==> config.mk <==
export PLATFORM = sky130hd
export DESIGN_NAME = line_arbiter
export DESIGN_NICKNAME = d
export VERILOG_FILES = /design/src/rtl/line_arbiter_pkg.sv /design/src/rtl/line_arbiter.sv
export SDC_FILE = /design/constraint.sdc
export NUM_CORES = 1
export LEC_CHECK = 0
export CAP_MARGIN = 20
export CORE_AREA = 2 2 534 536
export CTS_CLUSTER_SIZE = 24
export DETAILED_ROUTE_END_ITERATION = 10
export DIE_AREA = 0 0 536 538
export DONT_BUFFER_PORTS = 1
export PLACE_DENSITY = 0.3
export RECOVER_POWER = 25
export SLEW_MARGIN = 20
export SYNTH_ARGS = -nofsm -noshare
export SYNTH_HDL_FRONTEND = slang
export SYNTH_SLANG_ARGS = --single-unit
==> constraint.sdc <==
create_clock -name clk -period 1.42 [get_ports clk]
set_input_delay 0.284 -clock clk [delete_from_list [all_inputs] [get_ports clk]]
set_output_delay 0.284 -clock clk [all_outputs]
set_load 0.02 [all_outputs]
==> src/rtl/line_arbiter_pkg.sv <==
// Shared types for the I/D cacheline miss arbiter: FSM states, grant
// identifiers and default widths.
package line_arbiter_pkg;

  localparam int LINE_W_DEF = 256;
  localparam int ADDR_W_DEF = 32;

  typedef enum logic [1:0] {
    IDLE    = 2'd0,
    SERVE_I = 2'd1,
    SERVE_D = 2'd2,
    DONE    = 2'd3
  } arb_state_t;

  typedef enum logic {
    GRANT_I = 1'b0,
    GRANT_D = 1'b1
  } grant_t;

  function automatic grant_t opposite_grant(input grant_t g);
    return (g == GRANT_I) ? GRANT_D : GRANT_I;
  endfunction

endpackage

==> src/rtl/line_arbiter.sv <==
// Arbitrates I-side and D-side cacheline misses onto one pmem port, one
// transaction at a time. Define ARB_ROUND_ROBIN_EN for alternating grants on contention.
module line_arbiter
  import line_arbiter_pkg::*;
#(
  parameter int LINE_W = LINE_W_DEF,
  parameter int ADDR_W = ADDR_W_DEF
) (
  input  logic              clk,
  input  logic              rst,
  input  logic              i_read,
  input  logic [ADDR_W-1:0] i_addr,
  output logic [LINE_W-1:0] i_rdata,
  output logic              i_resp,
  input  logic              d_read,
  input  logic              d_write,
  input  logic [ADDR_W-1:0] d_addr,
  input  logic [LINE_W-1:0] d_wdata,
  output logic [LINE_W-1:0] d_rdata,
  output logic              d_resp,
  output logic              pmem_read,
  output logic              pmem_write,
  output logic [ADDR_W-1:0] pmem_addr,
  output logic [LINE_W-1:0] pmem_wdata,
  input  logic [LINE_W-1:0] pmem_rdata,
  input  logic              pmem_resp
);

  arb_state_t        state_reg, state_next;
  grant_t            last_grant_reg, last_grant_next;
  logic [ADDR_W-1:0] addr_reg, addr_next;
  logic [LINE_W-1:0] wdata_reg, wdata_next;
  logic              write_reg, write_next;

  logic   i_pend;
  logic   d_pend;
  logic   serving;
  grant_t pick;

  always_comb begin
    i_pend          = i_read;
    d_pend          = d_read | d_write;
    state_next      = state_reg;
    last_grant_next = last_grant_reg;
    addr_next       = addr_reg;
    wdata_next      = wdata_reg;
    write_next      = write_reg;

    // Contention policy: fixed D priority unless round robin is built in.
    if (i_pend && d_pend) begin
`ifdef ARB_ROUND_ROBIN_EN
      pick = opposite_grant(last_grant_reg);
`else
      pick = GRANT_D;
`endif
    end else if (d_pend) begin
      pick = GRANT_D;
    end else begin
      pick = GRANT_I;
    end

    unique case (state_reg)
      IDLE: begin
        if (i_pend || d_pend) begin
          if (pick == GRANT_D) begin
            state_next = SERVE_D;
            addr_next  = d_addr;
            wdata_next = d_wdata;
            // Read+write together is illegal; treating it as a write keeps dirty data safe.
            write_next = d_write;
          end else begin
            state_next = SERVE_I;
            addr_next  = i_addr;
            write_next = 1'b0;
          end
        end
      end
      SERVE_I: begin
        if (pmem_resp) begin
          state_next      = DONE;
          last_grant_next = GRANT_I;
        end
      end
      SERVE_D: begin
        if (pmem_resp) begin
          state_next      = DONE;
          last_grant_next = GRANT_D;
        end
      end
      DONE: begin
        state_next = IDLE;
      end
      default: begin
        state_next = IDLE;
      end
    endcase

    serving    = (state_reg == SERVE_I) || (state_reg == SERVE_D);
    pmem_read  = serving && !write_reg;
    pmem_write = serving && write_reg;
    pmem_addr  = addr_reg;
    pmem_wdata = wdata_reg;
    i_resp     = (state_reg == SERVE_I) && pmem_resp;
    d_resp     = (state_reg == SERVE_D) && pmem_resp;
    i_rdata    = pmem_rdata;
    d_rdata    = pmem_rdata;
  end

  // Strobes decode from state_reg, so an asynchronous reset drops them at once.
  always_ff @(posedge clk or negedge rst) begin
    if (!rst) begin
      state_reg      <= IDLE;
      last_grant_reg <= GRANT_I;
      addr_reg       <= '0;
      wdata_reg      <= '0;
      write_reg      <= 1'b0;
    end else begin
      state_reg      <= state_next;
      last_grant_reg <= last_grant_next;
      addr_reg       <= addr_next;
      wdata_reg      <= wdata_next;
      write_reg      <= write_next;
    end
  end

endmodule

==> results.txt <==
----------------------------------------------------
[Clock tree]
  Clock slew at the register clock pins of the worst setup and hold paths ... ~60 ps
  Clock buffer depth ... 3
  Clock network latency to the later pin of the worst-skew pair ... 600 ps
  H-tree levels ... 2
  Total CTS buffers ... 37
  Root buf cell ... clkbuf_16
  Clock sink count ... a little under 300
  Count of hold-fix buffers inserted at cts ... around 320
  CTS tree ... built

[Worst setup path]
  Critical path capture point type ... output pin
  Worst reg2reg startpoint ... state_reg[1]
  Critical Path Sink ... pmem_write
  Crit path max-delay family ... flip-flops
  Logic depth of the worst path, buffers included ... 4
  Worst-path maximum fanout ... 4
  Worst EP arrival ... between 1500 and 2000 ps
  Type of element launching the critical path ... flop
  Worst path max stage delay ... 360 ps
  Required time of the critical path ... between 1000 and 1500 ps
  Length in cells of the worst reg-to-reg path ... 8
  Reg-to-reg setup timing slack ... -320 ps
  Worst flop-to-flop path endpoint ... pmem_wdata[154]
  Count of buffer and inverter cells on the critical path ... 2
  CP Class ... flop to output pin
  Cell Chain, Critical Path ... inv_2 > ha_4 > and2_4 > buf_12
  Library cell contributing the largest single delay on the critical path ... dfrtp_1
  CP Launch Point ... state_reg[1]

[Floorplanning]
  Core footprint ... between 200000 and 300000 um^2
  Num rows ... 196
  Overall die height ... 538 um
  Chip width ... approximately 540 um
  Starting density of the core ... 0.05755
  Ports placed on the boundary ... between 1000 and 1500
  Area of the die ... around 290000 um^2

[Yosys]
  EDFF count, synth ... 0
  Post-synthesis sequential element count ... approximately 290
  Most area-consuming cells after synthesis ... dfrtp_1 (45%), buf_4 (24%), mux2_4 (22%)
  Share of the synthesized area in the top cell type ... 0.4467
  Gate count after technology mapping ... around 1200
  Share of async-settable or async-resettable flops after synthesis ... 1.000
  Mean instance size in the synthesized netlist ... around 13 um^2
  Count leader, synth ... buf_4
  Post-synthesis cell type count ... 23
  Top cell types by occurrence after synthesis ... buf_4 (520), dfrtp_1 (291), mux2_4 (240)
  Synth warn ... 0
  Sequential-to-total area share from yosys stat ... 0.4467
  Synthesized Nets ... between 1500 and 2000
  Leading register cell type out of synthesis ... dfrtp_1
  Total standard cell area after synthesis ... 16300 um^2
  Library cell occupying the most area in the post-synthesis netlist ... dfrtp_1

[Route]
  Post-DR vias/cell ... about 1.8
  Per-cell routed wire length ... between 20 and 25 um
  First-pass iteration count of the detailed router ... 4
  DRC Markers ... 0
  Vias after detailed routing ... 8970
  DRT iter0 DRCs ... 375
  Final ANT Viol Nets ... 0
  DRT Wirelength ... between 100 and 150 mm

[Power]
  Maximum ir drop on the vdd rail ... between 0.7 and 0.8 mV
  Cell Pwr Density ... about 2300 nW/um^2
  Total net switching power ... 23.01 mW
  Clock network power share ... 0.173
  LEAKAGE ... 9.358 nW
  Total internal power ... approximately 32 mW
  Power after layout ... approximately 55 mW
  Gate power share ... 0.407
  Switching fraction of total power ... 0.4153
  Register share of total power ... 0.420

[Cells and area]
  Area added between synthesis and finish ... 47.79%
  Number of fill cells in the layout ... approximately 33000
  Post-layout nets ... approximately 1800
  Layout cell share with drive strength beyond 1 ... 0.5630
  Flip-flop count of the largest register, all copies and words added ... 256
  Util after Layout ... 0.08505
  Final instance area ... 24090 um^2

[GRT]
  Met1 usage in global routing ... 0.04683
  Wire length of the first global-routing pass ... 124.6 mm
  Met3 routing resource usage after global routing ... 0.07674
  GRT met2 Usage ... 0.1130
  Most congested layer reported by global routing ... met2
  Aggregate global-route resource usage ... 0.06902
  Initial antenna violation count ... 30
  Overflow left after global routing ... 0
  Maximum number of pins on one net before global-route repair ... around 300
  Vias in the first global route ... about 9500

[STA]
  Hold WS ... -620.9 ps
  Final-layout setup total negative slack ... -58350 ps
  Time the worst path needs with I/O delays and setup ... roughly 1900 ps
  Worst slew pin tran ... just under 900 ps
  Slew margin rel. ... 0.4090
  Ratio of final minimum period to clock period ... 1.314
  Unrepaired setup endpoints after global routing ... true
  Final critical-path setup slack ... -445.5 ps
  Maximum operating frequency ... roughly 540 MHz
  Slew Limit Fails ... 0
  Setup-violating endpoint count in the final report ... around 340
  Clock skew after layout ... approximately 20 ps
  Final Hold Violating Endpoints ... between 200 and 300

[Placed design]
  Dpl ws ... -299.3 ps
  RePlAce Congestion ... 0.6942
  Sum of net half-perimeters after detailed placement ... 89.57 mm
  Total placed instance area ... approximately 17000 um^2
  Port-buffer cells ... 0

[Worst hold path]
  Hold WC Path Type ... primary input to async pin

[Status]
  Failing checks ... negative hold slack, negative setup slack
  Outcome ... finished, violations left

[Job]
  Number of violations of the max-capacitance limit ... 0

----------------------------------------------------
[metrics by stage]
| step | std cells | hold WS, ps |
|---|---|---|
| final | 5008 | -620.9 |
| after global routing | 5006 | -674.5 |
| after CTS | 4989 | -711.9 |
| after detailed placement | 4513 | -4.336 |
| after global placement | 4513 | -3.189 |
| after floorplan | 1217 | -11.59 |
[cells in the final DEF (no fill, tap or decap)]
| cell | n |
|---|---|
| diode_2 | 8 |
| dfrtp_1 | 143 |
| buf_16 | 18 |
| buf_8 | 24 |
| buf_6 | 39 |
| dlygate4sd3_1 | 317 |
| a21oi_1 | 1 |
| mux2_4 | 257 |
| clkinvlp_4 | 1 |
| dfrtp_2 | 148 |
| bufinv_16 | 3 |
| o21ai_0 | 1 |
| and2_4 | 3 |
| clkbuf_8 | 5 |
| inv_2 | 2 |
| buf_4 | 64 |
| inv_6 | 3 |
| nand2_1 | 14 |
| o21ai_4 | 1 |
| clkbuf_1 | 11 |
| ha_4 | 4 |
| o21ai_1 | 18 |
| buf_12 | 39 |
| a21oi_4 | 1 |
| clkinv_2 | 4 |
| nor3_1 | 1 |
| nor2_4 | 1 |
| nor2_1 | 1 |
| mux2i_1 | 34 |
| o21ai_2 | 13 |
| nand2_2 | 18 |
| o31ai_4 | 1 |
| nand2_4 | 3 |
| nor2b_2 | 2 |
| clkbuf_16 | 43 |
[worst reg2reg max path: stages (launching register included)]
cell	delay, ps
dfrtp_1	360
inv_2	60
ha_4	170
o21ai_4	90
buf_6	170
buf_12	160
buf_12	190
buf_16	130
mux2_4	290
[final cells by class]
cell class / instances / area, um^2 / share of cell area
Inverter: 2 / 7.507 / 0.0003116
Clock inverter: 11 / 143.9 / 0.005973
Sequential cell: 291 / 7467 / 0.3100
Tap cell: 3762 / 4707 / 0.1954
Timing Repair Buffer: 507 / 5879 / 0.2441
Clock buffer: 53 / 1036 / 0.04300
Multi-Input combinational cell: 374 / 4830 / 0.2005
Antenna cell: 8 / 20.02 / 0.0008310
[routing by layer]
layer  vias to the layer above  wire length [um]
met3                       284             26110
met2                      1014             50200
met1                      4132             26200
li1                       3540                 -
met5                         -                 0
met4                         0              5443
[kinds of logic after synthesis]
kind of cell,Yosys count,synth area share
flip-flops,291,0.4467
AO/OA/AOI/OAI,36,0.01190
buffers and inverters,552,0.2734
adder cells (fa/ha/maj),4,0.003070
multiplexers,291,0.2537
AND/OR/NAND/NOR,43,0.01121
[power groups by stage]
stage / Clock [mW] / Sequential (mW) / Combinational, mW
2_1_floorplan: 0 / 20.0 / 12.8
3_3_place_gp: 0 / 23.1 / 16.0
3_5_place_dp: 0 / 22.9 / 16.1
4_1_cts: 10.1 / 23.4 / 22.3
5_1_grt: 10.3 / 24.1 / 24.3
6_report: 9.60 / 23.3 / 22.5
[worst min path at each step]
| stage | end | slack, ps | cells past startpoint |
|---|---|---|---|
| finish | pmem_wdata[245] | -620 | 0 |
| global route | pmem_wdata[245] | -670 | 0 |
| CTS | pmem_wdata[245] | -710 | 0 |
| detailed placement | pmem_wdata[245] | -4 | 0 |
| global placement | pmem_wdata[227] | -3 | 0 |
| floorplan | pmem_addr[0] | -10 | 0 |
[what timing repair did]
action                                  4_1_cts  5_1_grt
buffers inserted                             74       27
gates resized for setup                     306      115
hold endpoints to repair                    578      291
endpoints found under the setup margin      441      397
pin swaps                                     5       10
cloned                                       22        9
(Power assumes the default switching activity.)
